**src/rtl/spin_readout_pkg.sv**
```systemverilog
// Shared types and constants for the Ising-machine spin readout block:
// FSM state encoding, configuration field layout and reset defaults.
package spin_readout_pkg;

    typedef enum logic [1:0] {
        IDLE    = 2'd0,
        SETTLE  = 2'd1,
        MEASURE = 2'd2,
        DONE    = 2'd3
    } state_e;

    localparam int WINDOW_LSB = 0;
    localparam int SETTLE_LSB = 16;

    localparam int DEF_WINDOW = 256;
    localparam int DEF_SETTLE = 64;

    localparam logic [31:0] CFG_RESET = (32'(DEF_SETTLE) << SETTLE_LSB)
                                      | (32'(DEF_WINDOW) << WINDOW_LSB);

endpackage

```
**src/rtl/spin_readout_sync.sv**
```systemverilog
// Parameterised-width two-flop synchronizer for asynchronous oscillator
// phase inputs; both stages clear on the asynchronous active-low reset.
module spin_sync #(
    parameter int W = 1
) (
    input  logic         clk,
    input  logic         ising_rstn,
    input  logic [W-1:0] d,
    output logic [W-1:0] q
);

    logic [W-1:0] meta_q, meta_d;
    logic [W-1:0] sync_q, sync_d;

    always_comb begin
        meta_d = d;
        sync_d = meta_q;
    end

    // NOTE: sequential state uses non-blocking assignments so every flop
    // samples the pre-edge value of its neighbours, regardless of block order.
    always_ff @(posedge clk or negedge ising_rstn) begin
        if (!ising_rstn) begin
            meta_q <= '0;
            sync_q <= '0;
        end else begin
            meta_q <= meta_d;
            sync_q <= sync_d;
        end
    end

    assign q = sync_q;

endmodule

```
**src/rtl/spin_readout.sv**
```systemverilog
// Spin readout: counts per-row phase mismatches against a reference over a
// configurable window after a settle delay, then latches majority decisions.
module spin_readout
    import spin_readout_pkg::*;
#(
    parameter int NUM_SPINS = 8,
    parameter int CNT_W     = 16
) (
    input  logic                 clk,
    input  logic                 ising_rstn,
    input  logic                 axi_rstn,
    input  logic [NUM_SPINS-1:0] osc_in,
    input  logic                 ref_in,
    input  logic                 start,
    output logic                 busy,
    output logic                 done,
    output logic [NUM_SPINS-1:0] spins,
    input  logic                 wready,
    input  logic                 wr_addr_match,
    input  logic [31:0]          wdata,
    output logic [31:0]          rdata
);

    logic [NUM_SPINS:0]   sync_out;
    logic [NUM_SPINS-1:0] osc_s;
    logic                 ref_s;

    spin_sync #(.W(NUM_SPINS + 1)) u_sync (
        .clk        (clk),
        .ising_rstn (ising_rstn),
        .d          ({ref_in, osc_in}),
        .q          (sync_out)
    );

    assign osc_s = sync_out[NUM_SPINS-1:0];
    assign ref_s = sync_out[NUM_SPINS];

    logic [31:0]      cfg_q, cfg_d;
    logic [CNT_W-1:0] cfg_window, cfg_settle, window_eff;

    always_comb begin
        cfg_d = cfg_q;
        if (!axi_rstn)
            cfg_d = CFG_RESET;
        else if (wready && wr_addr_match)
            cfg_d = wdata;
    end

    // Configuration lives in the AXI reset domain and survives ising_rstn.
    always_ff @(posedge clk) begin
        cfg_q <= cfg_d;
    end

    assign cfg_window = cfg_q[WINDOW_LSB +: CNT_W];
    assign cfg_settle = cfg_q[SETTLE_LSB +: CNT_W];
    assign window_eff = (cfg_window == '0) ? CNT_W'(1) : cfg_window;
    assign rdata      = cfg_q;

    state_e               state_q, state_d;
    logic [CNT_W-1:0]     settle_q, settle_d;
    logic [CNT_W-1:0]     win_cnt_q, win_cnt_d;
    logic [CNT_W-1:0]     win_cap_q, win_cap_d;
    logic [CNT_W-1:0]     mis_q [NUM_SPINS];
    logic [CNT_W-1:0]     mis_d [NUM_SPINS];
    logic [NUM_SPINS-1:0] spins_q, spins_d;

    // NOTE: every always_comb output gets a default first, so no path can
    // leave a signal unassigned and infer a latch.
    always_comb begin
        state_d   = state_q;
        settle_d  = settle_q;
        win_cnt_d = win_cnt_q;
        win_cap_d = win_cap_q;
        mis_d     = mis_q;
        spins_d   = spins_q;
        case (state_q)
            IDLE: begin
                if (start) begin
                    settle_d = cfg_settle;
                    for (int i = 0; i < NUM_SPINS; i++) mis_d[i] = '0;
                    state_d = SETTLE;
                end
            end
            SETTLE: begin
                if (settle_q == '0) begin
                    win_cnt_d = window_eff;
                    win_cap_d = window_eff;
                    state_d   = MEASURE;
                end else begin
                    settle_d = settle_q - CNT_W'(1);
                end
            end
            MEASURE: begin
                for (int i = 0; i < NUM_SPINS; i++) begin
                    if ((osc_s[i] != ref_s) && (mis_q[i] != '1))
                        mis_d[i] = mis_q[i] + CNT_W'(1);
                end
                win_cnt_d = win_cnt_q - CNT_W'(1);
                if (win_cnt_q == CNT_W'(1)) state_d = DONE;
            end
            DONE: begin
                // Strict majority: a tie at exactly half the window reads as in-phase.
                for (int i = 0; i < NUM_SPINS; i++)
                    spins_d[i] = (mis_q[i] > (win_cap_q >> 1));
                state_d = IDLE;
            end
            default: state_d = IDLE;
        endcase
    end

    // NOTE: the mismatch counters are a register array, not a RAM; they are
    // reset explicitly so an aborted run leaves no stale counts behind.
    always_ff @(posedge clk or negedge ising_rstn) begin
        if (!ising_rstn) begin
            state_q   <= IDLE;
            settle_q  <= '0;
            win_cnt_q <= '0;
            win_cap_q <= '0;
            spins_q   <= '0;
            for (int i = 0; i < NUM_SPINS; i++) mis_q[i] <= '0;
        end else begin
            state_q   <= state_d;
            settle_q  <= settle_d;
            win_cnt_q <= win_cnt_d;
            win_cap_q <= win_cap_d;
            spins_q   <= spins_d;
            mis_q     <= mis_d;
        end
    end

    assign busy  = (state_q != IDLE);
    assign done  = (state_q == DONE);
    assign spins = spins_q;

endmodule

```
**config.mk**
```make
export PLATFORM = sky130hd
export DESIGN_NAME = spin_readout
export DESIGN_NICKNAME = d
export VERILOG_FILES = /design/src/rtl/spin_readout_pkg.sv /design/src/rtl/spin_readout_sync.sv /design/src/rtl/spin_readout.sv
export SDC_FILE = /design/constraint.sdc
export NUM_CORES = 1
export LEC_CHECK = 0
export CAP_MARGIN = 20
export CORE_MARGIN = 8
export CORE_UTILIZATION = 61
export DETAILED_ROUTE_END_ITERATION = 8
export GPL_TIMING_DRIVEN = 1
export HOLD_SLACK_MARGIN = 0.15
export PLACE_DENSITY = 0.8
export SKIP_CTS_REPAIR_TIMING = 1
export SLEW_MARGIN = 20
export SYNTH_ARGS = -nofsm -noshare
export SYNTH_HDL_FRONTEND = slang
export SYNTH_HIERARCHICAL = 1
export SYNTH_SLANG_ARGS = --single-unit
```
**constraint.sdc**
```tcl
create_clock -name clk -period 2.6 [get_ports clk]
set_input_delay 0.39 -clock clk [delete_from_list [all_inputs] [get_ports clk]]
set_output_delay 0.39 -clock clk [all_outputs]
set_load 0.005 [all_outputs]
```
[Word-level counts from Yosys, hierarchy flattened]
Index checks and enable logic that the tools add are counted.
Storage, ports and cells
  output and inout port bits: 42
  flip-flop bits (word level): 236
Operators by class
  multiplexer cells: 20
  equality and inequality tests: 32
  add/subtract/negate cells: 10
  order comparisons: 8
  reductions and logical operators: 28
Operators by type and width (count)
  $pmux 128 s2: 1
  $mux 16: 12
  $add 16x1->16 const B: 8
  $gt 16x15->1: 8
  $mux 128: 1
  $ne 16x16->1 const B: 8
  $pmux 16 s2: 2
  $logic_not 16->1: 2
  $sub 16x1->16 const B: 2
  $reduce_and 3->1: 10
  $ne 2x2->1 const B: 12
  $eq 16x1->1 const B: 1
  $logic_and 1x1->1: 9
  $ne 1x1->1: 8
  $pmux 2 s4: 1
  $reduce_bool 2->1: 4
  $mux 2: 3
  $eq 2x2->1 const B: 2
  $reduce_and 2->1: 2
  $eq 2x1->1 const B: 1
  $logic_not 2->1: 1

[Depth between registers and ports, before layout]
  depth in word-level cells: 4
  gate-level depth with buffers: 10

[Hierarchy]
Netlist, hierarchy kept.
Modules (own cells, without submodules)
  spin_readout: cells an instance 1618, times used 1, area an instance 14187.4 um^2
  spin_sync: cells an instance 18, times used 1, area an instance 450.4 um^2

[Worst setup path before layout]
Ideal clock, no wire load.
  path kind: register to register
  start: register state_q[0]
  end: register mis_q[15] (netlist bit)
  stages on the path, launching flop included: 10
  data required time: 2.468 ns
  buffers on the path: 2
  arrival time: 2.124 ns
  slack: 0.344 ns
  cell sequence: dfrtp_1 -> inv_1 -> ha_1 -> buf_4 -> mux2i_1 -> or4b_1 -> clkbuf_2 -> nor4_2 -> xnor2_1 -> nor2_1
On the way
  cells in the longest elaborated chain, start to end: 3
  elaborated cells between the ends (all ways): 7
  classes of those cells: eq/ne: 3; mux: 1; reduce/logical: 3
Ends and longest elaborated chain
  start: declaration: line spin_readout.sv:59  | state_e state_q, state_d;
  start signal: assignment: line spin_readout.sv:122  | state_q <= state_d;
  $eq 2x2->1 / $logic_not 2->1 (equally long branches): line spin_readout.sv:76  | case (state_q)
  $ne 2x2->1 (no line) / $reduce_bool 2->1 (equally long branches)
  $reduce_and 3->1 (no line)
  end signal: assignment: line spin_readout.sv:127  | mis_q <= mis_d;
  end: declaration: line spin_readout.sv:63  | logic [CNT_W-1:0] mis_q [NUM_SPINS];
Several ways; a longest one is shown, not always the timed one.
A chain may end at the register's enable or synchronous reset.

[Final worst setup path]
  start: register state_q[0]
  end: register mis_q[105] (netlist bit)
Same word-level chain as after synthesis.

==> impl_results.md <==
* Final setup TNS at 0 ps
* R2r worst-path depth at 8
* Clock root buffer: clkbuf_16
* Fraction of layout cells with a size suffix above 1 at 7.862%
* Syn Area/Cell at a little under 9 um^2
* FP Rows at 56
* Placer Congestion at roughly 0.91
* Clock buffer depth at 3
* Syn Std Cell Area at between 10,000 and 15,000 um^2
* Critical R2R Launch: state_q[0]$_DFFE_PN0P_
* HPWL after detailed placement at 27,990 um
* Syn Nets at roughly 1.8k
* Global route overflow at 0
* Global-route wire length before repair at 66,010 um
* Worst relative slew slack at between 50% and 60%
* DIE AREA at between 20,000 and 30,000 um^2
* Top_reg_cell synth: dfrtp_1
* Drt drc at 0
* Worst min path class: in -> reg
* Die W at 170.9 um
* Critical path's top delay family: simple AND/OR/NAND/NOR gates
* CP Cell Sequence: inv_1 > ha_2 > buf_4 > inv_2 > or4_1 > nand3_1 > xor2_1 > nor2_1
* RSZ-0062 raised after global routing: yes
* Ant diodes at 0
* Initial Util at slightly above 60%
* Part of the Yosys area used for sequential elements at 39.08%
* Worst-margin pin slew at about 720 ps
* Clock share of power at 28.9%
* Inst Count DP at about 2.0k
* Hold Path Origin: ref_in
* CORE AREA at about 24,000 um^2
* Ys async rst share at 86.38%
* Largest area contributor in the netlist: dfrtp_1
* Startpoint types: flip-flop
* Final cell count without fillers at 2,087
* Final setup vio count at 0
* R2R setup slack at 120 ps
* Ports at 89
* Vias per inst at around 6.4
* Vias post-DR at between 10k and 15k
* DR iter-0 viols at 1,204
* Post-synth EDFFs at 0
* Largest net degree at the start of global routing at 78
* Routed WL at ~40,000 um
* Int Pwr at ~8000 uW
* Psw at ~4700 uW
* WL/cell at approximately 19 um
* Final min period at between 2000 and 2500 ps
* Worst Setup SP: state_q[0]$_DFFE_PN0P_
* TritonCTS buffer count at 26
* Setup CP Type: reg -> reg
* Hold_ws at 278.5 ps
* Sw Share at about 37%
* Antenna-violating nets left at 0
* Final Cycle Share at about 96%
* Max Slew Vio Count at 0
* VDD IR-drop max at about 0.00057 V
* Sequential power share at a little under two fifths
* Arrival time worst endpoint at between 2000 and 3000 ps
* WHS Endpoint: u_sync/meta_q[8]$_DFF_PN0_
* Router iterations before antenna repair at 6
* Initial antenna violation count at 0
* Post-synthesis register bit count at 235
* Kind of end point of the critical path: flip-flop
* Vias in the first global route at ~13k
* Req. time, crit path at 3010 ps
* Clock transition at path regs at 60 ps
* Final layout net count at around 1.9k
* Status: completed
* Gr usage total at 27.74%
* Pwr per Cell Area at between 700 and 800 nW/um^2
* Post-synth cell types at 80
* Highest Clock Rate at about 0.40 GHz
* P_leak at between 0.007 and 0.008 uW
* Max incr delay on CP at 600 ps
* Slowest cell on the critical path: or4_1
* CTS tree: done
* Reg-to-reg critical path endpoint: mis_q[105]$_DFFE_PN0P_
* Clock sink count at ~240
* Share of the synthesized area in the top cell type at a little over a third
* H-tree levels at 1
* Number of port buffers at a little under 90
* Worst skew pair latency at approximately 550 ps
* Die H at 170.9 um
* Worst Skew at 12.73 ps
* Comb pwr share at roughly 34%
* Ys Warns at 6
* Post-Synthesis Cells at about 1.6k
* Final Hold Viols at 0
* Synth-to-layout area growth at 16.19%
* Worst-path fanout max at 21
* Maxcap violations at 0
* CP Buf/Inv Count at 3
* Hold depth at 1
* Synth area leaders: dfrtp_1 35%, ha_1 12%, nand2_1 4.7%
## through the flow
stage	total power (uW)	cell area, um^2	utilization [%]	setup WS, ps
2_1_floorplan	7332	14640	-	343.9
3_3_place_gp	8765	16130	68.51	130.7
3_5_place_dp	8925	16130	68.51	84.22
4_1_cts	12620	16980	72.12	30.53
5_1_grt	13340	17010	72.24	-7.627
6_report	12690	17010	72.24	115.7
## state kept, by name, indices dropped and copies added (netlist names)
signal         cells
win_cap_q         15
spins              8
rdata             32
u_sync/meta_q      9
u_sync/q           9
mis_q            128
settle_q          16
state_q            2
win_cnt_q         16
## synth_stat cells, types with 11 or more instances
| cell | instances |
|---|---|
| a211oi_1 | 13 |
| and4_1 | 11 |
| clkbuf_1 | 51 |
| a21boi_0 | 30 |
| inv_1 | 54 |
| nand4_1 | 68 |
| nor2_1 | 135 |
| nor3_1 | 47 |
| ha_1 | 137 |
| o211ai_1 | 14 |
| or3_1 | 12 |
| dfrtp_1 | 203 |
| o22ai_1 | 16 |
| o21ai_0 | 71 |
| nor4_1 | 39 |
| mux2i_1 | 12 |
| xor2_1 | 33 |
| xnor2_1 | 49 |
| nand4b_1 | 12 |
| nand2_1 | 184 |
| a21o_1 | 12 |
| and3_1 | 26 |
| dfxtp_1 | 32 |
| nand3_1 | 78 |
| or4_1 | 17 |
| and2_1 | 12 |
| a21oi_1 | 112 |
## layer usage
layer	routed length (um)	track usage, %	vias up
li1	-	-	6277
met1	17070	35.89	6362
met2	18210	44.66	561
met3	3106	5.485	128
met4	1735	12.36	0
met5	0	0	-
## cell usage in the layout (no fill, tap or decap), types with 9 or more instances in the layout
| master | count |
|---|---|
| dfrtp_1 | 203 |
| nand2_1 | 184 |
| ha_1 | 135 |
| nor2_1 | 134 |
| a21oi_1 | 112 |
| clkdlybuf4s50_1 | 87 |
| nand3_1 | 78 |
| o21ai_0 | 71 |
| nand4_1 | 68 |
| buf_4 | 55 |
| inv_1 | 54 |
| xnor2_1 | 49 |
| nor3_1 | 47 |
| nor4_1 | 39 |
| xor2_1 | 33 |
| dfxtp_1 | 32 |
| a21boi_0 | 30 |
| clkbuf_16 | 27 |
| and3_1 | 26 |
| or4_1 | 17 |
| o22ai_1 | 16 |
| o211ai_1 | 14 |
| a211oi_1 | 13 |
| and2_1 | 12 |
| a21o_1 | 12 |
| or3_1 | 12 |
| nand4b_1 | 12 |
| and4_1 | 11 |
| mux2i_1 | 11 |
| a31o_2 | 10 |
| or2_2 | 9 |
## layout make-up
cell class              count  area (um^2)
clock buffers              38        757.0
well taps                 319        399.1
inverters                  56        210.2
fillers                  1832         6535
repair buffers            148         1388
clock inverters            10        95.09
flip-flops and latches    235         5720
multi-input cells        1281         8438
## cells by family (layout without fill, tap and decap cells)
group / Yosys count / count (layout) / synth area share (%)
adders and majority gates: 137 / 137 / 11.71
buffers and inverters: 120 / 252 / 3.385
DFF: 235 / 235 / 39.08
and+or+nand+nor: 690 / 690 / 24.14
xor gates and xnor gates: 82 / 82 / 4.906
muxes: 14 / 14 / 0.9745
AOI/OAI and AO/OA: 358 / 358 / 15.81
## power by group through the flow
| stage | Sequential [uW] | Combinational, uW | Clock, uW |
|---|---|---|---|
| floorplan | 4560 | 2770 | 0 |
| global placement | 4710 | 4050 | 0 |
| detailed placement | 4730 | 4190 | 0 |
| CTS | 4670 | 4230 | 3720 |
| global route | 4750 | 4740 | 3860 |
| finish | 4690 | 4330 | 3670 |
## worst reg2reg max path: stages (launching register included)
cell     delay, ps
dfrtp_1        400
inv_1          140
ha_2           320
buf_4          330
inv_2          150
or4_1          600
nand3_1        170
xor2_1         180
nor2_1          60
## how the worst max path moves through the flow
stage               slack (ps)  cells past startpoint                     end
floorplan                  340                      9   mis_q[15]$_DFFE_PN0P_
global placement           130                      6   mis_q[15]$_DFFE_PN0P_
detailed placement          80                      6   mis_q[15]$_DFFE_PN0P_
CTS                         30                      5                    busy
global route                -8                      8  mis_q[126]$_DFFE_PN0P_
finish                     120                      8  mis_q[105]$_DFFE_PN0P_
Power figures use the tool's default switching activity.
